## src/rtl/simple_processor_pkg.sv

```systemverilog
// Shared types for the issue path: ALU function encoding, instruction layout
// and the decode helper that folds the unused function codes onto INVALID.
package simple_processor_pkg;

    localparam int unsigned INSTR_W    = 32;
    localparam int unsigned REG_ADDR_W = 5;
    localparam int unsigned FUNC_W     = 3;

    localparam int unsigned FUNC_MSB = 31;
    localparam int unsigned FUNC_LSB = 29;
    localparam int unsigned RD_MSB   = 28;
    localparam int unsigned RD_LSB   = 24;
    localparam int unsigned RS1_MSB  = 23;
    localparam int unsigned RS1_LSB  = 19;
    localparam int unsigned RS2_MSB  = 18;
    localparam int unsigned RS2_LSB  = 14;

    typedef enum logic [FUNC_W-1:0] {
        FUNC_AND     = 3'd0,
        FUNC_OR      = 3'd1,
        FUNC_XOR     = 3'd2,
        FUNC_NOT     = 3'd3,
        FUNC_INVALID = 3'd4
    } func_t;

    typedef struct packed {
        logic [FUNC_W-1:0]     func;
        logic [REG_ADDR_W-1:0] rd;
        logic [REG_ADDR_W-1:0] rs1;
        logic [REG_ADDR_W-1:0] rs2;
        logic [RS2_LSB-1:0]    rsvd;
    } instr_t;

    // Codes 4..7 all collapse onto INVALID.
    function automatic func_t decode_func(input logic [FUNC_W-1:0] raw);
        return raw[FUNC_W-1] ? FUNC_INVALID : func_t'(raw);
    endfunction

endpackage

```

## src/rtl/reg_file.sv

```systemverilog
// Architectural register file: two combinational read ports, one write port,
// x0 hardwired to zero. Writeback bypass is handled by the caller.
module reg_file
    import simple_processor_pkg::*;
#(
    parameter int unsigned DATA_WIDTH = 32,
    parameter int unsigned NUM_REGS   = 32
) (
    input  logic                  clk_i,
    input  logic                  srst_i,
    input  logic [REG_ADDR_W-1:0] raddr1,
    input  logic [REG_ADDR_W-1:0] raddr2,
    output logic [DATA_WIDTH-1:0] rdata1_c,
    output logic [DATA_WIDTH-1:0] rdata2_c,
    input  logic                  we,
    input  logic [REG_ADDR_W-1:0] waddr,
    input  logic [DATA_WIDTH-1:0] wdata
);

    logic [DATA_WIDTH-1:0] mem [NUM_REGS];

    always_ff @(posedge clk_i) begin
        if (srst_i) begin
            for (int unsigned i = 0; i < NUM_REGS; i++) begin
                mem[i] <= '0;
            end
        end else if (we && (waddr != '0)) begin
            mem[waddr] <= wdata;
        end
    end

    assign rdata1_c = (raddr1 == '0) ? '0 : mem[raddr1];
    assign rdata2_c = (raddr2 == '0) ? '0 : mem[raddr2];

endmodule

```

## src/rtl/operand_fetch.sv

```systemverilog
// Issue stage ahead of the ALU: decodes, reads operands with writeback bypass,
// tracks pending destinations and presents one registered op at a time.
module operand_fetch
    import simple_processor_pkg::*;
#(
    parameter int unsigned DATA_WIDTH = 32,
    parameter int unsigned NUM_REGS   = 32
) (
    input  logic                  clk_i,
    input  logic                  srst_i,
    input  logic [INSTR_W-1:0]    instr_i,
    input  logic                  instr_valid_i,
    output logic                  instr_ready_o,
    input  logic                  wb_en_i,
    input  logic [REG_ADDR_W-1:0] wb_addr_i,
    input  logic [DATA_WIDTH-1:0] wb_data_i,
    output logic [DATA_WIDTH-1:0] rs1_data_o,
    output logic [DATA_WIDTH-1:0] rs2_data_o,
    output func_t                 func_o,
    output logic [REG_ADDR_W-1:0] rd_addr_o,
    output logic                  op_valid_o,
    input  logic                  op_ready_i,
    output logic                  illegal_o
);

    logic [FUNC_W-1:0]     func_raw;
    logic [REG_ADDR_W-1:0] rd;
    logic [REG_ADDR_W-1:0] rs1;
    logic [REG_ADDR_W-1:0] rs2;
    func_t                 func_dec_c;
    logic                  func_valid_c;
    logic                  unused_rsvd;

    assign func_raw     = instr_i[FUNC_MSB:FUNC_LSB];
    assign rd           = instr_i[RD_MSB:RD_LSB];
    assign rs1          = instr_i[RS1_MSB:RS1_LSB];
    assign rs2          = instr_i[RS2_MSB:RS2_LSB];
    assign unused_rsvd  = ^instr_i[RS2_LSB-1:0];
    assign func_dec_c   = decode_func(func_raw);
    assign func_valid_c = (func_dec_c != FUNC_INVALID);

    logic [DATA_WIDTH-1:0] rf_rdata1_c;
    logic [DATA_WIDTH-1:0] rf_rdata2_c;

    reg_file #(
        .DATA_WIDTH (DATA_WIDTH),
        .NUM_REGS   (NUM_REGS)
    ) u_reg_file (
        .clk_i    (clk_i),
        .srst_i   (srst_i),
        .raddr1   (rs1),
        .raddr2   (rs2),
        .rdata1_c (rf_rdata1_c),
        .rdata2_c (rf_rdata2_c),
        .we       (wb_en_i),
        .waddr    (wb_addr_i),
        .wdata    (wb_data_i)
    );

    logic [DATA_WIDTH-1:0] rs1_byp_c;
    logic [DATA_WIDTH-1:0] rs2_byp_c;

    assign rs1_byp_c = (wb_en_i && (wb_addr_i == rs1) && (rs1 != '0)) ? wb_data_i : rf_rdata1_c;
    assign rs2_byp_c = (wb_en_i && (wb_addr_i == rs2) && (rs2 != '0)) ? wb_data_i : rf_rdata2_c;

    logic [NUM_REGS-1:0] pending_q;
    logic [NUM_REGS-1:0] pending_d;
    logic [NUM_REGS-1:0] wb_mask_c;
    logic [NUM_REGS-1:0] set_mask_c;
    logic [NUM_REGS-1:0] eff_pend_c;
    logic                hazard_c;
    logic                accept_c;

    // A writeback landing this cycle already resolves its register's hazard.
    always_comb begin
        wb_mask_c = '0;
        for (int unsigned i = 1; i < NUM_REGS; i++) begin
            wb_mask_c[i] = wb_en_i && (wb_addr_i == REG_ADDR_W'(i));
        end
    end

    assign eff_pend_c = pending_q & ~wb_mask_c;
    assign hazard_c   = eff_pend_c[rs1]
                     || ((func_dec_c != FUNC_NOT) && eff_pend_c[rs2])
                     || eff_pend_c[rd];

    assign instr_ready_o = !srst_i && !hazard_c && (!op_valid_o || op_ready_i);
    assign accept_c      = instr_valid_i && instr_ready_o;

    always_comb begin
        set_mask_c = '0;
        for (int unsigned i = 1; i < NUM_REGS; i++) begin
            set_mask_c[i] = accept_c && func_valid_c && (rd == REG_ADDR_W'(i));
        end
    end

    // Set is applied after clear so a same-index collision leaves the bit set.
    assign pending_d = (pending_q & ~wb_mask_c) | set_mask_c;

    always_ff @(posedge clk_i) begin
        if (srst_i) begin
            pending_q  <= '0;
            op_valid_o <= 1'b0;
            rs1_data_o <= '0;
            rs2_data_o <= '0;
            func_o     <= FUNC_AND;
            rd_addr_o  <= '0;
            illegal_o  <= 1'b0;
        end else begin
            pending_q <= pending_d;
            if (accept_c) begin
                op_valid_o <= 1'b1;
                rs1_data_o <= rs1_byp_c;
                rs2_data_o <= rs2_byp_c;
                func_o     <= func_dec_c;
                rd_addr_o  <= rd;
                if (!func_valid_c) begin
                    illegal_o <= 1'b1;
                end
            end else if (op_ready_i) begin
                op_valid_o <= 1'b0;
            end
        end
    end

endmodule
```

## config.mk

```make
export PLATFORM = sky130hd
export DESIGN_NAME = operand_fetch
export DESIGN_NICKNAME = d
export VERILOG_FILES = /design/src/rtl/simple_processor_pkg.sv /design/src/rtl/reg_file.sv /design/src/rtl/operand_fetch.sv
export SDC_FILE = /design/constraint.sdc
export NUM_CORES = 2
export LEC_CHECK = 0
export CAP_MARGIN = 0
export CORE_MARGIN = 2
export CORE_UTILIZATION = 45
export DETAILED_ROUTE_END_ITERATION = 16
export PLACE_DENSITY = 0.61
export SLEW_MARGIN = 20
export SYNTH_ARGS = -nofsm -noshare
export SYNTH_HDL_FRONTEND = slang
export SYNTH_SLANG_ARGS = --single-unit
export TNS_END_PERCENT = 1
```

## constraint.sdc

```tcl
create_clock -name clk_i -period 5.81 [get_ports clk_i]
set_input_delay 0.8715 -clock clk_i [delete_from_list [all_inputs] [get_ports clk_i]]
set_output_delay 0.8715 -clock clk_i [all_outputs]
set_load 0.02 [all_outputs]
```

# --- Word level (Yosys, flattened, before mapping) ---
# Memories as Yosys holds them, arrays and structs flattened.
# Cells that the tools add are included.
totals:
  regBits: 106
  latch_bits: 0
  ramBits: 1024
  romBits: 0
  output_inout_bits: 75
  mem_count: 1
classes:
  addsub: 0
  n_mul: 0
  div_mod_pow: 0
  n_lt_le_gt_ge: 3
  n_eq_ne: 66
  shift: 0
  n_mux: 21
  bitwise_logic: 4
  n_reduce_logical: 86
mem_list:
  columns: ["name", "depth", "word_bits", "rd", "rd_ports_with_merged_regs", "write_ports", "line", "source"]
  rows:
  - ["u_reg_file.mem", 32, 32, 2, 0, 32, "reg_file.sv:20", "logic [DATA_WIDTH-1:0] mem [NUM_REGS];"]
ops:
  columns: ["cell", "n"]
  rows:
  - ["== test 5 bit (second input constant)", 32]
  - ["2-to-1 mux 32 bit", 5]
  - ["== test 5 x 4 -> 1 bit (second input constant)", 16]
  - ["logical AND 1 bit", 72]
  - ["== test 5 x 3 -> 1 bit (second input constant)", 8]
  - ["AND 32 bit", 1]
  - ["inverter 32 bit", 1]
  - ["bitwise OR 32 bit", 1]
  - ["OR reduction 32 bit", 1]
  - ["== test 5 x 2 -> 1 bit (second input constant)", 4]
  - ["< comparator 5 x 6 -> 1 bit (second input constant)", 3]
  - ["binary-select mux 1 bit (select 5 bit)", 3]
  - ["nonzero test 5 bit", 3]
  - ["2-to-1 mux 1 bit", 11]
  - ["== test 5 x 1 -> 1 bit (second input constant)", 2]
  - ["== test 5 bit", 2]
  - ["zero test 5 bit", 2]
  - ["2-to-1 mux 5 bit", 1]
  - ["zero test 1 bit", 3]
  - ["logical OR 1 bit", 3]
  - ["2-to-1 mux 3 bit", 1]
  - ["inequality test 3 x 2 -> 1 bit (second input constant)", 1]
  - ["inequality test 3 bit (second input constant)", 1]
  - ["AND reduction 2 bit", 1]
  - ["2 further kinds", 2]

# --- Logic depth before layout (Yosys ltp) ---
logic_depth:
  word_depth: 16
  mapped_depth: 13
  mapped_depth_nobuf: 8

# --- By module ---
# From an unflattened synthesis, not the netlist that was laid out.
hier_totals:
  hier_cells: 4171
  hier_area_um2: 60336.6
modules_own_cells:
  columns: ["module", "n_inst", "cells_per_inst", "area_per_inst_um2", "seq_area_each_um2"]
  rows:
  - ["reg_file", 1, 3502, 54253.3, 30749.5]
  - ["operand_fetch", 1, 669, 6083.3, 2102.0]

# --- Least setup slack after synthesis ---
# No wires, ideal clock.
synth_path:
  path_kind: "input to register"
  from: "input port wb_addr_i[3]"
  to: "memory u_reg_file.mem[28][0] (enable)"
  setup_time_ns: 0.466
  arrival_ns: 4.295
  required_time_ns: 5.344
  path_slack_ns: 1.050
  cell_stages: 7
  path_cell_list: "buf_2 clkbuf_1 or3_1 clkbuf_1 nand3_1 clkbuf_1 o21ai_0"
synth_lines:
  columns: ["item", "line", "source"]
  rows:
  - ["start: declaration", "operand_fetch.sv:15", "input logic [REG_ADDR_W-1:0] wb_addr_i,"]
  - ["end: declaration", "reg_file.sv:20", null]

# --- Worst setup path after layout ---
layout_path:
  from: "input port wb_addr_i[1]"
  to: "output port instr_ready_o"
layout_via:
  elab_chain_cells: 12
  word_cells_on_any_way: 76
  classes_between: "eq/ne: 31; mux: 6; bitwise: 2; reduce/logical: 37"
layout_lines:
  columns: ["item", "line", "source"]
  rows:
  - ["== test 5 x 1 -> 1 bit (tied with other cells)", "operand_fetch.sv:78", "wb_mask_c[i] = wb_en_i && (wb_addr_i == REG_ADDR_W'(i));"]
  - ["logical AND 1 bit", "operand_fetch.sv:78", null]
  - ["inverter 32 bit *", "operand_fetch.sv:82", "assign eff_pend_c = pending_q & ~wb_mask_c;"]
  - ["AND 32 bit *", "operand_fetch.sv:82", null]
  - ["binary-select mux 1 bit (select 5 bit)", "operand_fetch.sv:84", "|| ((func_dec_c != FUNC_NOT) && eff_pend_c[rs2])"]
  - ["2-to-1 mux 1 bit (not written as such)", "operand_fetch.sv:84", null]
  - ["logical AND 1 bit", "operand_fetch.sv:84", null]
  - ["logical OR 1 bit", "operand_fetch.sv:84", null]
  - ["logical OR 1 bit *", "operand_fetch.sv:85", "|| eff_pend_c[rd];"]
  - ["zero test 1 bit *", "operand_fetch.sv:87", "assign instr_ready_o = !srst_i && !hazard_c && (!op_valid_o || op_ready_i);"]
  - ["logical AND 1 bit * (2 in series)", "operand_fetch.sv:87", null]
  - ["end: declaration", "operand_fetch.sv:13", "output logic instr_ready_o,"]
# Mark *: on every way between the ends. The rest lies on a longest branch, timed or not. The select of a mux whose other input is x is not followed.

==> reports/results.ini <==
[cts]
cts_hold_repair.buffers = 0
clk_pin_slew_ns = 0.05
cts.sink_count = 1129
cts_resized = 0
root_buffer = sky130_fd_sc_hd__clkbuf_16
cts_max_path_buffers = 3
cts_max_level = 4
worst_skew_pair.late_latency_ns = 0.79
cts_tree = done
cts_buffers = 130
post-cts-setup-buffers = 0

[timing]
timing.final.crit_share = 0.926
final_hold_viol_count = 0
setup_total_negative_slack_ns = 0
max_freq_mhz = 186
setup_violations = 0
finalCriticalPeriod_ns = 5.38
slew-limit-headroom = 0.251
rsz0062_at_grt = false
clock_skew_ns = 0.0343
finalMaxSlewViolations = 0
worst_slew_pin_slew_ns = 1.12

[logic_synthesis]
postSynthCellCount = 3841
syn_avg_cell_area_um2 = 15.5
proportion_of_synthesized_flip_flops_having_asynchronous_set_or_reset = 0
synth_enable_flop_cells = 1024
ys_top_cells_by_area = sky130_fd_sc_hd__edfxtp_1, sky130_fd_sc_hd__mux4_2, sky130_fd_sc_hd__and2_1
synth_cell_types = 67
synthesis.yosys.warnings = 0
post_synth_instance_area_um2 = 59500
synthDominantCellAreaShare = 0.517
synth-seq-area-share = 0.552
synth_top_area_cell = sky130_fd_sc_hd__edfxtp_1
synth_top_flop_cell = sky130_fd_sc_hd__edfxtp_1
ys_ff_latch = 1129

[setup_path]
worst_path_max_stage_delay_ns = 0.74
worst-path-max-fanout = 17
timing.setup.critical_path_class = in -> out
critPathRequiredTime_ns = 4.94
rr_endpoint = rs1_data_o[13]$_SDFFE_PP0P_
worst_r2r_path_depth = 9
crit_chain = clkdlybuf4s50_1, or2_1, o21ai_0, mux4_2, o211ai_1, nor4b_1, buf_4, nor3_1, clkdlybuf4s50_1
startpoint_type_of_the_worst_setup_path = input port
critical-path-top-cell-by-count = sky130_fd_sc_hd__clkdlybuf4s50_1
regToRegStartpoint = pending_q[8]$_SDFF_PP0_
regToRegSetupSlack_ns = 2.83
critPathArrivalTime_ns = 4.51
worst_path_cell_with_the_longest_stage_delay = sky130_fd_sc_hd__clkdlybuf4s50_1
end_kind = primary output

[finish]
design.final.nets = 3944
syn2layout_area_growth_pct = 13.9
fraction_of_layout_cells_with_a_size_suffix_above_1 = 0.285
postLayoutCellArea_um2 = 67700

[pwr]
power.combinational.fraction = 0.125
p_switching_mw = 5.02
power.density_cell_area_nw_per_um2 = 296
p_int_mw = 15.1
power.share.sequential = 0.473
static_leakage_nw = 22.7
switching_share = 0.250
vdd.ir_drop.worst_uv = 210
pwr-share-clk = 0.402

[job]
max-cap-violations = 0

[routing]
drtIter0Drc = 4941
vias_per_cell = 6.54
drc = 0
avgRoutedWirePerCell_um = 35.2
routed-via-count = 37500
drt.antenna.violating_nets = 0
routed_wl_um = 202000
detail_route.first_pass.iterations = 5

[floorplanning]
placementRows = 133
die-width_um = 368
initial_util = 0.453
die_area_um2 = 135000
design.core.area_um2 = 131000
io_pins = 149
die-height_um = 368

[place]
port_buffers = 134
place.gp.congestion = 0.895
place_hpwl_um = 118000
placedInstanceArea_um2 = 63700

[global_routing]
grt.total_usage = 0.300
grt_antenna_before_repair = 11
grt_pass1_vias = 37500
grt_max_degree = 105
grt_pass1_wl_um = 285000
grt_remaining_overflow = 0

[min_path]
min-delay-path-class = reg -> reg
hold_path.startpoint = rs2_data_o[30]$_SDFFE_PP0P_
worstHoldPathCells = 2
hold-path-endpoint = rs2_data_o[30]$_SDFFE_PP0P_

[run_status]
status = complete, no violations

worst max path at each step:
stage	start	endpoint	slack, ns	depth (start not counted)
final	wb_addr_i[1]	instr_ready_o	0.43	9
after global routing	wb_addr_i[1]	instr_ready_o	0.27	9
after CTS	wb_addr_i[1]	instr_ready_o	0.52	9
after detailed placement	wb_addr_i[1]	instr_ready_o	0.56	9
after global placement	wb_addr_i[1]	instr_ready_o	0.51	9
after floorplan	wb_addr_i[3]	u_reg_file.mem[28][0]$_SDFFCE_PN0P_	1.05	7
critical path: cells and delay by family:
family | cells | cell delay, ns
buf+inv | 3 | 1.49
simple gates | 3 | 1.02
compound gates | 2 | 0.62
mux | 1 | 0.51
power groups by stage:
stage / registers, mW / clock network, mW / logic (mW)
after floorplan: 9.66 / 0 / 1.52
after global placement: 9.63 / 0 / 2.49
after detailed placement: 9.67 / 0 / 2.49
after CTS: 9.50 / 8.13 / 2.50
after global routing: 9.55 / 8.43 / 2.60
final: 9.51 / 8.06 / 2.51
synth_stat cells (all sizes together), types with 4 or more instances:
cell type,n
o2111ai,7
o32ai,31
dfxtp,105
nor2,54
nor2b,6
clkbuf,325
o21ai,104
a21oi,8
and2,994
nand2,92
nand4,4
mux4,644
o211ai,36
mux2i,34
inv,13
nand2b,6
nor3,42
nand3b,4
edfxtp,1024
xnor2,5
a31o,38
a22oi,65
nand3,12
mux2,33
buf,103
flip-flops by register name, indices dropped and copies added, names as in the netlist:
name	flops
rs1_data_o	32
u_reg_file.mem	1024
rd_addr_o	5
op_valid_o	1
rs2_data_o	32
func_o	3
pending_q	31
illegal_o	1
routing by layer:
layer / routed length [µm] / GRT usage / share of wire
met5: 0 / 0 / 0
met4: 7670 / 0.110 / 0.038
met3: 21400 / 0.0710 / 0.11
met2: 93900 / 0.464 / 0.47
met1: 78800 / 0.415 / 0.39
cell usage in the layout (no fill, tap or decap), types with 9 or more instances in the layout:
cell type                            n
sky130_fd_sc_hd__edfxtp_1         1024
sky130_fd_sc_hd__and2_1            994
sky130_fd_sc_hd__mux4_2            644
sky130_fd_sc_hd__clkbuf_16         137
sky130_fd_sc_hd__buf_4             132
sky130_fd_sc_hd__clkdlybuf4s50_1   121
sky130_fd_sc_hd__dfxtp_1           105
sky130_fd_sc_hd__nand2_1            92
sky130_fd_sc_hd__a22oi_1            65
sky130_fd_sc_hd__o21ai_0            62
sky130_fd_sc_hd__nor3_1             41
sky130_fd_sc_hd__o211ai_1           36
sky130_fd_sc_hd__mux2i_1            34
sky130_fd_sc_hd__mux2_2             33
sky130_fd_sc_hd__o21ai_4            32
sky130_fd_sc_hd__clkbuf_1           32
sky130_fd_sc_hd__conb_1             32
sky130_fd_sc_hd__nor2_4             31
sky130_fd_sc_hd__o32ai_1            31
sky130_fd_sc_hd__buf_12             31
sky130_fd_sc_hd__nor2_1             23
sky130_fd_sc_hd__clkinv_1           22
sky130_fd_sc_hd__a31o_2             21
sky130_fd_sc_hd__clkinv_2           19
sky130_fd_sc_hd__a31o_1             17
sky130_fd_sc_hd__inv_1              11
sky130_fd_sc_hd__nand3_1             9
cell type report:
cell class,instances,area [µm²]
repair buffers,294,2920
clock buffers,174,3620
flip-flops and latches,1129,32900
fillers,10700,63600
multi-input cells,2301,25600
well taps,1755,2200
inverters,14,62.6
diodes,6,15.0
clock inverters,58,453
cell families after synthesis:
| kind of cell | Yosys count | share of synthesized area |
|---|---|---|
| simple gates | 1236 | 0.124 |
| flops | 1129 | 0.552 |
| mux | 711 | 0.256 |
| buf+inv | 442 | 0.0295 |
| compound gates | 314 | 0.0372 |
| xor+xnor | 8 | 0.00118 |
| other cells | 1 | 0.0000631 |
metrics by stage:
| step | utilization | hold slack, ns | std cells | setup WS [ns] | power [mW] |
|---|---|---|---|---|---|
| after floorplan | - | 0.486 | 3872 | 1.05 | 11.2 |
| final | 0.516 | 0.458 | 5731 | 0.428 | 20.1 |
| after detailed placement | 0.485 | 0.454 | 5493 | 0.560 | 12.2 |
| after global placement | 0.485 | 0.447 | 5493 | 0.508 | 12.1 |
| after global routing | 0.516 | 0.479 | 5728 | 0.267 | 20.6 |
| after CTS | 0.516 | 0.461 | 5725 | 0.521 | 20.1 |
(Power assumes the default switching activity.)
